===== config.mk =====
export PLATFORM = sky130hd
export DESIGN_NAME = fifo_drain_ctrl_flat
export DESIGN_NICKNAME = d
export VERILOG_FILES = /design/src/rtl/fifo_drain_ctrl_if.sv /design/src/rtl/fifo_drain_ctrl.sv /design/src/flat_wrapper.sv
export SDC_FILE = /design/constraint.sdc
export NUM_CORES = 1
export LEC_CHECK = 0
export ABC_AREA = 1
export CAP_MARGIN = 25
export CORE_UTILIZATION = 40
export CTS_BUF_LIST = sky130_fd_sc_hd__clkbuf_16
export CTS_CLUSTER_SIZE = 12
export DETAILED_ROUTE_END_ITERATION = 8
export SYNTH_ARGS = -nofsm -noshare
export SYNTH_HDL_FRONTEND = slang
export SYNTH_SLANG_ARGS = --single-unit

===== constraint.sdc =====
create_clock -name clk -period 9.3 [get_ports clk]
set_input_delay 1.86 -clock clk [delete_from_list [all_inputs] [get_ports clk]]
set_output_delay 1.86 -clock clk [all_outputs]
set_load 0.02 [all_outputs]

===== src/rtl/fifo_drain_ctrl_if.sv =====
// fifo_drain_ctrl_if: valid/ready word stream from the drain controller to its consumer.
//
// Signals:
//   m_data  - stream data (skid-buffer head)
//   m_valid - stream valid
//   m_ready - consumer ready; a word transfers when m_valid & m_ready
//
// Modports:
//   master - the producer (fifo_drain_ctrl)
//   slave  - the consumer
interface fifo_drain_ctrl_if #(
  parameter int unsigned DATA_W = 16
) ();
  logic [DATA_W-1:0] m_data;
  logic              m_valid;
  logic              m_ready;

  modport master (
    output m_data,
    output m_valid,
    input  m_ready
  );

  modport slave (
    input  m_data,
    input  m_valid,
    output m_ready
  );
endinterface


===== src/rtl/fifo_drain_ctrl.sv =====
// fifo_drain_ctrl: read-side controller for the 16-bit FIFO. On start it drains exactly len
// words from the FIFO (1-cycle registered read latency) into a valid/ready stream through a
// 2-entry skid buffer, sustaining one word per cycle.
//
// Ports:
//   clk       - single clock (also the FIFO read clock)
//   rst       - synchronous, active-high reset
//   start_i   - 1-cycle pulse, accepted only while idle
//   len_i     - word count, sampled when start_i is accepted
//   busy_o    - high while a transfer is in progress (RUN, FLUSH, DONE)
//   done_o    - 1-cycle pulse after the last word has been accepted downstream
//   empty_i   - FIFO empty flag
//   ren_b_o   - FIFO read enable
//   dout_b_i  - FIFO read data, valid the cycle after a read is issued
//   csum_o    - running XOR of popped words (only when DRAIN_CSUM_EN is defined)
//   m_if      - output stream (master modport)
//
// Build option: define DRAIN_CSUM_EN to add the csum_o checksum output.
module fifo_drain_ctrl #(
  parameter int unsigned DATA_W = 16,
  parameter int unsigned CNT_W  = 10
) (
  input  logic              clk,
  input  logic              rst,
  input  logic              start_i,
  input  logic [CNT_W-1:0]  len_i,
  output logic              busy_o,
  output logic              done_o,
  input  logic              empty_i,
  output logic              ren_b_o,
  input  logic [DATA_W-1:0] dout_b_i,
`ifdef DRAIN_CSUM_EN
  output logic [DATA_W-1:0] csum_o,
`endif
  fifo_drain_ctrl_if.master m_if
);

  typedef enum logic [1:0] {StIdle, StRun, StFlush, StDone} state_e;

  state_e             state_q, state_d;
  logic [1:0]         occ_q, occ_d;
  logic               inflight_q;
  logic [CNT_W-1:0]   rem_issue_q, rem_issue_d;
  logic [CNT_W-1:0]   rem_pop_q, rem_pop_d;
  logic [DATA_W-1:0]  buf0_q, buf0_d;
  logic [DATA_W-1:0]  buf1_q, buf1_d;

  logic               pop;
  logic               ren;
  logic               start_acc;
  logic [2:0]         outstanding;
  logic [1:0]         occ_after_pop;

  assign m_if.m_valid = (occ_q != 2'd0);
  assign m_if.m_data  = buf0_q;
  assign busy_o       = (state_q != StIdle);
  assign done_o       = (state_q == StDone);
  assign ren_b_o      = ren;

  assign pop       = m_if.m_valid & m_if.m_ready;
  assign start_acc = (state_q == StIdle) & start_i;

  // Words held or already requested after this cycle's pop; a new read may only be issued
  // if its data is guaranteed a free buffer slot when it arrives.
  assign outstanding = {1'b0, occ_q} + {2'b00, inflight_q} - {2'b00, pop};
  assign ren = (state_q == StRun) & ~empty_i & (rem_issue_q != '0) & (outstanding < 3'd2);

  // FSM next state and transfer counters
  always_comb begin
    state_d     = state_q;
    rem_issue_d = rem_issue_q - CNT_W'(ren);
    rem_pop_d   = rem_pop_q - CNT_W'(pop);
    unique case (state_q)
      StIdle: begin
        if (start_i) begin
          rem_issue_d = len_i;
          rem_pop_d   = len_i;
          state_d     = (len_i != '0) ? StRun : StDone;
        end
      end
      StRun: begin
        if (rem_issue_d == '0) state_d = StFlush;
      end
      StFlush: begin
        if (rem_pop_d == '0) state_d = StDone;
      end
      StDone: begin
        state_d = StIdle;
      end
      default: state_d = StIdle;
    endcase
  end

  // Skid buffer: buf0 is the head; a pop shifts buf1 forward, and the captured word lands in
  // the first slot left free after the pop.
  assign occ_after_pop = occ_q - {1'b0, pop};

  always_comb begin
    buf0_d = buf0_q;
    buf1_d = buf1_q;
    occ_d  = occ_after_pop + {1'b0, inflight_q};
    if (pop) buf0_d = buf1_q;
    if (inflight_q) begin
      if (occ_after_pop == 2'd0) buf0_d = dout_b_i;
      else                       buf1_d = dout_b_i;
    end
  end

  always_ff @(posedge clk) begin
    if (rst) begin
      state_q     <= StIdle;
      occ_q       <= 2'd0;
      inflight_q  <= 1'b0;
      rem_issue_q <= '0;
      rem_pop_q   <= '0;
      buf0_q      <= '0;
      buf1_q      <= '0;
    end else begin
      state_q     <= state_d;
      occ_q       <= occ_d;
      inflight_q  <= ren;
      rem_issue_q <= rem_issue_d;
      rem_pop_q   <= rem_pop_d;
      buf0_q      <= buf0_d;
      buf1_q      <= buf1_d;
    end
  end

`ifdef DRAIN_CSUM_EN
  logic [DATA_W-1:0] csum_q, csum_d;

  // No pops occur outside a transfer, so the value naturally holds from done to next start.
  always_comb begin
    csum_d = csum_q;
    if (start_acc)  csum_d = '0;
    else if (pop)   csum_d = csum_q ^ buf0_q;
  end

  always_ff @(posedge clk) begin
    if (rst) csum_q <= '0;
    else     csum_q <= csum_d;
  end

  assign csum_o = csum_q;
`else
  logic unused_start_acc;
  assign unused_start_acc = start_acc;
`endif

endmodule


===== src/flat_wrapper.sv =====
// flat-port wrapper written by rule: the top's interface ports become plain ports
module fifo_drain_ctrl_flat 
#(
  parameter int unsigned DATA_W = 16,
  parameter int unsigned CNT_W  = 10
)
  (clk, rst, start_i, len_i, busy_o, done_o, empty_i, ren_b_o, dout_b_i, m_if_m_data, m_if_m_valid, m_if_m_ready);
  fifo_drain_ctrl_if #(.DATA_W(DATA_W)) m_if_i ();
  input  logic clk;
  input  logic rst;
  input  logic start_i;
  input  logic [CNT_W-1:0] len_i;
  output logic busy_o;
  output logic done_o;
  input  logic empty_i;
  output logic ren_b_o;
  input  logic [DATA_W-1:0] dout_b_i;
  output wire logic [$bits(m_if_i.m_data)-1:0] m_if_m_data;
  output wire logic [$bits(m_if_i.m_valid)-1:0] m_if_m_valid;
  input wire logic [$bits(m_if_i.m_ready)-1:0] m_if_m_ready;
  assign m_if_m_data = m_if_i.m_data;
  assign m_if_m_valid = m_if_i.m_valid;
  assign m_if_i.m_ready = m_if_m_ready;
  fifo_drain_ctrl #(.DATA_W(DATA_W), .CNT_W(CNT_W)) u_core (.clk(clk), .rst(rst), .start_i(start_i), .len_i(len_i), .busy_o(busy_o), .done_o(done_o), .empty_i(empty_i), .ren_b_o(ren_b_o), .dout_b_i(dout_b_i), .m_if(m_if_i));
endmodule

## Yosys cells after proc, flatten, opt, wreduce, memory -nomap -nowiden

Index checks and enable logic that the tools add are counted.

| word-level totals | value |
|---|---|
| bits in latches | 0 |
| memory bits (writable) | 0 |
| output and inout port bits | 20 |
| register bits after elaboration | 57 |
| memories kept | 0 |
| input port bits | 31 |
| memory bits (read-only) | 0 |

| cells by class | value |
|---|---|
| divide/modulo/power cells | 0 |
| magnitude comparators | 1 |
| $add $sub $neg | 6 |
| shift operators | 0 |
| eq/ne operators | 6 |
| mux-type cells | 12 |
| bitwise gates (word level) | 6 |
| reduce and logical (&&, ||, !) cells | 10 |
| $mul | 0 |

Operator list:

| cell | count |
|---|---|
| 2-to-1 mux 16 bit | 3 |
| 2-to-1 mux 10 bit | 4 |
| logical NOT 10 bit | 2 |
| nonzero test 10 bit | 2 |
| subtractor 10 x 1 -> 10 bit | 2 |
| 2-to-1 mux 2 bit | 4 |
| case mux 2 bit (4 select lines) | 1 |
| bitwise AND 1 bit | 4 |
| equality test 2 bit, second input constant | 2 |
| logical NOT 2 bit | 2 |
| != test 2 bit, second input constant | 2 |
| nonzero test 2 bit | 2 |
| adder 2 x 1 -> 3 bit | 1 |
| less-than comparator 3 x 2 -> 1 bit, second input constant | 1 |
| AND reduction 3 bit | 1 |
| subtractor 3 x 1 -> 3 bit | 1 |
| adder 2 x 1 -> 2 bit | 1 |
| equality test 2 x 1 -> 1 bit, second input constant | 1 |
| != test 2 x 1 -> 1 bit, second input constant | 1 |
| NOT 1 bit | 2 |
| AND reduction 2 bit | 1 |
| subtractor 2 x 1 -> 2 bit | 1 |

## Depth between registers and ports, before layout

Gate-level depths: netlist of the first run.

| depth | value |
|---|---|
| depth in word-level cells | 9 |
| depth in mapped cells | 26 |
| gate-level depth less buffers | 26 |

## Least setup slack after synthesis of the first run

No wires, ideal clock.

| timing path | value |
|---|---|
| kind | input port to output port |
| start point | in m_if_m_ready |
| end point | out ren_b_o |
| path slack | 4,243 ps |
| stages | 9 |
| arrival time | 3,197 ps |
| path buffers | 0 |
| required time | 7,440 ps |
| path through | nand2_4 -> inv_4 -> nand2_4 -> o21ai_2 -> nand2_1 -> fa_1 -> xnor2_1 -> nand4_1 -> nor2_1 |

| on the way | value |
|---|---|
| cells in the longest elaborated chain, start to end | 4 |

Ends and longest elaborated chain:

| what | RTL line | source |
|---|---|---|
| start: declaration | flat_wrapper.sv:20 | `input wire logic [$bits(m_if_i.m_ready)-1:0] m_if_m_ready;` |
| bitwise AND 1 bit | fifo_drain_ctrl.sv:60 | `assign pop = m_if.m_valid & m_if.m_ready;` |
| subtractor 3 x 1 -> 3 bit | fifo_drain_ctrl.sv:65 | `assign outstanding = {1'b0, occ_q} + {2'b00, inflight_q} - {2'b00, pop};` |
| less-than comparator 3 x 2 -> 1 bit | fifo_drain_ctrl.sv:66 | `assign ren = (state_q == StRun) & ~empty_i & (rem_issue_q != '0) & (outstanding < 3'd2);` |
| bitwise AND 1 bit | fifo_drain_ctrl.sv:66 |  |
| end: declaration | flat_wrapper.sv:16 | `output logic ren_b_o;` |

No other way between the ends.

## Worst setup path after layout of the first run

Same ends and word-level chain as after synthesis.

==> results of run 1 <==
-- metal layers --
layer,vias to the layer above,global-route usage [%]
met4,0,9.09
li1,1409,-
met2,53,33.2
met5,-,0
met1,1180,22.7
met3,15,6.64
-- metrics by stage --
| stage | power, mW | area, um2 | setup WS [ps] | utilization (%) |
|---|---|---|---|---|
| after global routing | 1.25 | 3740 | 2700 | 54.4 |
| after floorplan | 0.685 | 2880 | 4240 | - |
| after CTS | 1.17 | 3740 | 2850 | 54.4 |
| after global placement | 0.815 | 3430 | 2880 | 49.9 |
| final | 1.16 | 3740 | 2900 | 54.4 |
| after detailed placement | 0.819 | 3430 | 2870 | 49.9 |
-- synthesized netlist by cell type (all sizes together) --
master   n  area share, %
nand3b   3           0.78
dfxtp   57             40
ha      11            4.8
nor3     2           0.35
a31oi   13            2.8
or2      1           0.22
xnor2    4            1.2
nor4     2           0.43
nand2   92             13
a311oi   4            2.1
nand4    5            1.1
a21oi    9            1.6
inv     54            7.2
nor2    76             10
nand3   11            1.9
buf      8            2.0
fa       1           0.69
o21ai   51            9.1
a22oi    1           0.26
clkbuf   5           0.65
-- power by group --
group | internal, mW | switching (mW) | total (mW)
registers | 0.304 | 0.0415 | 0.345
logic | 0.183 | 0.284 | 0.468
clock network | 0.232 | 0.115 | 0.346
total | 0.719 | 0.441 | 1.16
-- state kept, by name, summed over array words and instances (netlist names) --
register            cells
u_core.m_if.m_data     16
u_core.inflight_q       1
u_core.buf1_q          16
u_core.state_q          2
u_core.rem_issue_q     10
u_core.rem_pop_q       10
u_core.occ_q            2
-- worst max-delay path: cells and delay by family --
| kind | cells | cell delay (ps) |
|---|---|---|
| AND/OR/NAND/NOR | 5 | 640 |
| XOR/XNOR | 1 | 140 |
| AO/OA/AOI/OAI | 1 | 100 |
| adder cells (fa/ha/maj) | 1 | 380 |
| buffers and inverters | 3 | 1420 |
-- logic make-up after synthesis --
family | after synthesis | synth area share [%]
and+or+nand+nor | 192 | 28.0
AOI/OAI and AO/OA | 78 | 15.8
buffers and inverters | 67 | 9.85
DFF | 57 | 39.6
adders and majority gates | 12 | 5.47
xor gates and xnor gates | 4 | 1.22
-- worst paths after layout --
check,to,slack [ps],depth (start not counted),from
setup / recovery,ren_b_o,2900,11,m_if_m_ready
hold / removal,u_core.buf1_q[12]$_SDFFE_PP0P_,480,2,u_core.buf1_q[12]$_SDFFE_PP0P_
setup reg to reg,u_core.state_q[1]$_SDFFE_PP0P_,5690,24,u_core.occ_q[1]$_SDFF_PP0_
hold reg to reg,u_core.buf1_q[12]$_SDFFE_PP0P_,480,2,u_core.buf1_q[12]$_SDFFE_PP0P_
-- area by class of cell --
class	count	area, um2	share of cell area, %
Sequential cell	57	1140	30.5
Timing Repair Buffer	50	500	13.4
Clock inverter	7	86.3	2.31
Inverter	54	208	5.56
Clock buffer	9	225	6.02
Tap cell	96	120	3.21
Multi-Input combinational cell	286	1460	39.0
==> metrics, run 1 <==
RSZ-0062 raised after global routing=no; # nets final=501; largest net degree at the start of global routing=34; clk slew on worst S/H paths=50 ps; Yosys Warn Count=0; htree depth=3; synthesis-to-finish area growth=29.7%; commonest non-fill, non-tap cell in the layout=nand2_1; leak pwr=1.64 nW; CP Capture Type=output pin; Initial DRC Count=110; final WL=6870 um; TritonCTS clock tree=yes; CTS Buf Count=9; worst path cell trace=clkdlybuf4s50_1 -> nand2_4 -> inv_4 -> nand2_4 -> o21ai_2 -> nand2_1 -> fa_1 -> xnor2_1 -> nand4_1 -> nor2_1 -> clkdlybuf4s50_1; Post-Syn Instances=410; vias per inst=4.75; DRC Markers=0; Rel. slew slack=46.7%; antenna violations before repair=0; ant diodes=0; Root Buffer=clkbuf_16; first-pass GRT wire length=11300 um; Die ar.=0.00755 mm2; fillers=665; count of state elements after synthesis=57; total number of vias=2657; Synth cell types=30; IO buf count=50; DPL Wire Length=4880 um; Max clock buf depth=2; CP peak stage delay=650 ps; Rows=30; drt pass-1 iters=4; total I/O pin count=51; Synth Net Count=453; count of final max-slew check failures=0; fin crit share=68.8%; Hold Vio Cnt, Final=0; Layout Skew=2.79 ps; post-cts hold buffer count=0; Post-CTS Setup Bufs=0; power density over cell area=310 mW/mm2; Max Clock Freq=156 MHz; number of setup violations in the final report=0; Max Cap Violations=0; placed cell count=543; Core ar.=0.00687 mm2; Post-CTS Resized=0; most frequent cells in the layout=nand2_1, nor2_1, dfxtp_1; Startpoint Class=input pin; Metal-1 WL=3110 um; global placer's final weighted congestion=0.828; post-route setup TNS=0 ps; clock latency on the worst-skew pair=330 ps; Min Hold Slack=483 ps; Mean Syn Cell Area=7.03 um2; share of cells above drive strength 1=7.99%; Highest Signal Layer=met4; WL met3=370 um; wire length on met2=3210 um; CP max stage cell=clkdlybuf4s50_1; Die X-Extent=86.9 um; status=completed; Tightest Pin Transition=798 ps; Critical Path AT=4540 ps; clk sinks=57; minimum clock period=6400 ps; Initial Util=42.0%; crit path max fanout=18; Post-Layout Cell Count=559; vias in the first global route=2540; post-synthesis sequential area ratio=39.6%; Crit Path Class=input pin to output pin; CP required=7440 ps; antenna-violating nets left=0; total gr overflow=0; WL/cell=12.3 um; gr usage total=19.8%; mapped cell area=0.00288 mm2; Vert. Die Dim=86.9 um; min-delay worst type=register to register; worst vdd ir=0.162 mV
(Power assumes the default switching activity.)
==> run 2: changes to the inputs <==
PLACE_DENSITY = 0.66   (was default)
clock period = 5.5 ns   (was 9.3 ns; I/O delays follow)
==> run 2 against run 1 <==
Sequential cell count stayed put. Clock power is 36% higher. First-iteration DRC count is 29% higher. Combinational power increased by 69%. Cell count down 0.18%.
==> metrics, run 2 (synthesis gave the netlist of run 1 again) <==
fin crit share=88.9%; Post-CTS Setup Bufs=0; Critical Path AT=3790 ps; Crit path max-delay family=buffers and inverters; worst path cell trace=clkdlybuf4s50_1 -> nand2_4 -> inv_4 -> nand2_4 -> o21ai_2 -> nand2_1 -> fa_1 -> xnor2_1 -> nand4_1 -> nor2_1 -> clkdlybuf4s50_1; Rel. slew slack=44.5%; commonest non-fill, non-tap cell in the layout=nand2_1; Min-Delay Path Depth=2; total number of vias=2712; Rows=30; htree depth=3; footprint of the multi-input gates=0.00146 mm2; Startpoint Class=input pin; Hold Crit Endpoint=u_core.m_if.m_data[13]$_SDFF_PP0_; Crit Path Class=input pin to output pin; fillers=671; Max Clock Freq=204 MHz; Buf/Inv on CP=3; Die X-Extent=86.9 um; Vert. Die Dim=86.9 um; CP required=4400 ps; Tightest Pin Transition=832 ps; vias per inst=4.86; gr usage total=20.3%; total gr overflow=0; first-pass GRT wire length=11700 um; Initial Util=42.0%; power density over cell area=502 mW/mm2; sequential cell area=0.00114 mm2; global placer's final weighted congestion=0.861; Layout Skew=4.20 ps; CP Capture Type=output pin; vias in the first global route=2575; DPL Wire Length=4880 um; clock latency on the worst-skew pair=320 ps; clk slew on worst S/H paths=50 ps; leak pwr=1.62 nW; synthesis-to-finish area growth=27.6%; final WL=6790 um; clk sinks=57; WL/cell=12.2 um; Core ar.=0.00687 mm2; most frequent cells in the layout=nand2_1, nor2_1, dfxtp_1; drt pass-1 iters=5; # nets final=501; RSZ-0062 raised after global routing=no; antenna violations before repair=0; Hold Vio Cnt, Final=0; share of cells above drive strength 1=7.58%; placed cell count=543; min-delay worst type=register to register; CP max stage cell=clkdlybuf4s50_1; CTS Buf Count=9; count of final max-slew check failures=0; worst vdd ir=0.245 mV; DRC Markers=0; Max clock buf depth=2; Min Hold Slack=480 ps; Root Buffer=clkbuf_16; R2R Path Start=u_core.occ_q[1]$_SDFF_PP0_; status=completed; largest net degree at the start of global routing=34; Die ar.=0.00755 mm2; IO buf count=50; WP depth=11; post-cts hold buffer count=0; ant diodes=0; number of setup violations in the final report=0; Worst R2R Setup Slack=1930 ps; antenna-violating nets left=0; overall power=1.85 mW; TritonCTS clock tree=yes; R2R depth=24; Initial DRC Count=142; crit path max fanout=18; post-route setup TNS=0 ps; reg2reg end=u_core.state_q[1]$_SDFFE_PP0P_; CP peak stage delay=650 ps; Post-CTS Resized=0; final core occ=53.6%; HP Start=u_core.buf1_q[13]$_SDFFE_PP0P_; total I/O pin count=51; Post-Layout Cell Count=558; Max Cap Violations=0; minimum clock period=4890 ps
-- run 2: power by group --
group          switching (mW)  total (mW)  internal (mW)
registers              0.0718       0.586          0.514
logic                   0.479       0.790          0.311
clock network           0.178       0.472          0.294
-- run 2: how the worst max path moves through the flow --
stage | start | end | slack (ps)
after floorplan | m_if_m_ready | u_core.state_q[1]$_SDFFE_PP0P_ | 1710
after global placement | m_if_m_ready | ren_b_o | 620
after detailed placement | m_if_m_ready | ren_b_o | 580
after CTS | m_if_m_ready | ren_b_o | 560
after global routing | m_if_m_ready | ren_b_o | 350
final | m_if_m_ready | ren_b_o | 610
-- run 2: metal layers --
metal / GRT usage, % / wire, um / vias to the layer above
met3: 5.21 / 368 / 10
met1: 25.5 / 3110 / 1219
li1: - / - / 1409
met2: 32.9 / 3220 / 74
met4: 8.64 / 98 / 0
met5: 0 / 0 / -
-- run 2: area by class of cell --
cell class | instances | area share (%)
clock buffers | 9 | 6.12
multi-input cells | 286 | 39.6
repair buffers | 50 | 13.6
flip-flops and latches | 57 | 31.0
clock inverters | 6 | 0.748
well taps | 96 | 3.26
inverters | 54 | 5.64
-- run 2: per-stage QoR --
stage          instance area [um2]  setup WS, ps
6_report                      3680           608
5_1_grt                       3680           351
4_1_cts                       3680           561
3_5_place_dp                  3430           581
3_3_place_gp                  3430           618
2_1_floorplan                 2880          1710
-- run 2: tightest hold or removal path, delay by kind of cell, from the launching register on --
family           cells  cell delay [ps]
flip-flops           1              300
AO/OA/AOI/OAI        1               70
AND/OR/NAND/NOR      1               60
==> run 3: changes to the inputs <==
CORE_UTILIZATION = 45   (was 40)
PLACE_DENSITY = 0.7   (was 0.66)
SETUP_SLACK_MARGIN = 0.3   (was default)
clock period = 5.86 ns   (was 5.5 ns; I/O delays follow)
==> run 3 against run 2 <==
Combinational power is 4.8% lower. First-iteration DRC count is 4.2% lower. Sequential share of layout area shrank 0.26 points. Total power shrank 0.20%. Via count increased by 0.26%. Worst hold slack improved by 2.9 ps. Clock power is 15% higher. Non-clock buffer count unchanged. Critical path type unchanged. Largest power group unchanged. Highest routed layer unchanged.
==> metrics, run 3 (synthesis gave the netlist of run 1 again) <==
status=completed; total gr overflow=0; vias per inst=5.05; most frequent cells in the layout=nand2_1, nor2_1, dfxtp_1; R2R depth=24; number of setup violations in the final report=0; Rows=28; Die ar.=0.00673 mm2; WL met3=341 um; first-pass GRT wire length=10900 um; Max clock buf depth=2; Hold Vio Cnt, Final=0; CP Capture Type=output pin; clock latency on the worst-skew pair=320 ps; count of final max-slew check failures=0; share of cells above drive strength 1=7.78%; leak pwr=1.63 nW; CP peak stage delay=650 ps; overall power=1.84 mW; total number of vias=2719; Post-CTS Resized=0; largest net degree at the start of global routing=34; WL/cell=12.4 um; IO buf count=50; Tightest Pin Transition=807 ps; Initial DRC Count=136; wire length on met2=3240 um; antenna-violating nets left=0; DPL Wire Length=4740 um; Highest Signal Layer=met4; total I/O pin count=51; Min-Delay Path Depth=2; clk slew on worst S/H paths=50 ps; Rel. slew slack=46.2%; vias in the first global route=2524; post-route setup TNS=0 ps; CTS Buf Count=9; Metal-1 WL=2990 um; TritonCTS clock tree=yes; worst path cell trace=clkdlybuf4s50_1 -> nand2_4 -> inv_4 -> nand2_4 -> o21ai_2 -> nand2_1 -> fa_1 -> xnor2_1 -> nand4_1 -> nor2_1 -> clkdlybuf4s50_1; Critical Path AT=3890 ps; Max Cap Violations=0; post-cts hold buffer count=0; placed cell count=522; RSZ-0062 raised after global routing=no; Vert. Die Dim=82.0 um; fin crit share=86.4%; gr usage total=21.6%; crit path max fanout=18; worst vdd ir=0.317 mV; synthesis-to-finish area growth=28.7%; clk sinks=57; Post-CTS Setup Bufs=0; DRC Markers=0; Crit Path Class=input pin to output pin; final WL=6690 um; CP max stage cell=clkdlybuf4s50_1; Initial Util=47.6%; htree depth=3; min-delay worst type=register to register; power density over cell area=497 mW/mm2; CP required=4690 ps; Max Clock Freq=197 MHz; Root Buffer=clkbuf_16; minimum clock period=5060 ps; drt pass-1 iters=6; Core ar.=0.00606 mm2; antenna violations before repair=0; Startpoint Class=input pin; Layout Skew=6.87 ps; Post-Layout Cell Count=538; commonest non-fill, non-tap cell in the layout=nand2_1; ant diodes=0; global placer's final weighted congestion=0.850; fillers=574; # nets final=501; Die X-Extent=82.0 um
[run 3: changes by cell type in the layout (fill, tap and decap cells not counted)]
| cell | change |
|---|---|
| clkinvlp_4 | +1 |
| clkinv_2 | -2 |
| bufinv_16 | +2 |
| inv_1 | -1 |
| clkinv_1 | +1 |
[run 3: area by class of cell]
type / count / area, um2 / share of cell area (%)
Multi-Input combinational cell: 286 / 1460 / 39.3
Sequential cell: 57 / 1140 / 30.7
Timing Repair Buffer: 50 / 500 / 13.5
Clock buffer: 9 / 225 / 6.07
Inverter: 54 / 208 / 5.60
Tap cell: 75 / 93.8 / 2.53
Clock inverter: 7 / 85.1 / 2.29
[run 3: power by group]
group          internal, mW  leakage, nW  total, mW  switching [mW]
logic                 0.292         1.02      0.752           0.460
clock network         0.367        0.150      0.543           0.176
registers             0.482        0.465      0.549          0.0666
total                  1.14         1.63       1.84           0.702
[run 3: path summary, 6_finish.rpt]
check / to / slack, ps / start
max: ren_b_o / 800 / m_if_m_ready
min: u_core.buf1_q[15]$_SDFFE_PP0P_ / 480 / u_core.buf1_q[15]$_SDFFE_PP0P_
max reg2reg: u_core.state_q[1]$_SDFFE_PP0P_ / 2300 / u_core.occ_q[1]$_SDFF_PP0_
min reg2reg: u_core.buf1_q[15]$_SDFFE_PP0P_ / 480 / u_core.buf1_q[15]$_SDFFE_PP0P_
[run 3: through the flow]
| stage | hold WS (ps) | utilization [%] | setup slack (ps) | cell area [um2] |
|---|---|---|---|---|
| 2_1_floorplan | 454 | - | 2000 | 2880 |
| 3_3_place_gp | 463 | 56.1 | 795 | 3400 |
| 3_5_place_dp | 471 | 56.1 | 768 | 3400 |
| 4_1_cts | 483 | 61.2 | 762 | 3710 |
| 5_1_grt | 505 | 61.2 | 574 | 3710 |
| 6_report | 483 | 61.2 | 795 | 3710 |
[run 3: per-layer routing]
| layer | vias up | global-route usage, % |
|---|---|---|
| met5 | - | 0 |
| met4 | 0 | 10.2 |
| met3 | 13 | 5.11 |
| met2 | 69 | 38.0 |
| met1 | 1225 | 24.4 |
| li1 | 1412 | - |
[run 3: critical path: cells and delay by family]
family	cells	cell delay (ps)
simple gates	5	680
fa+ha+maj	1	380
compound gates	1	90
buf+inv	3	1410
xor+xnor	1	150
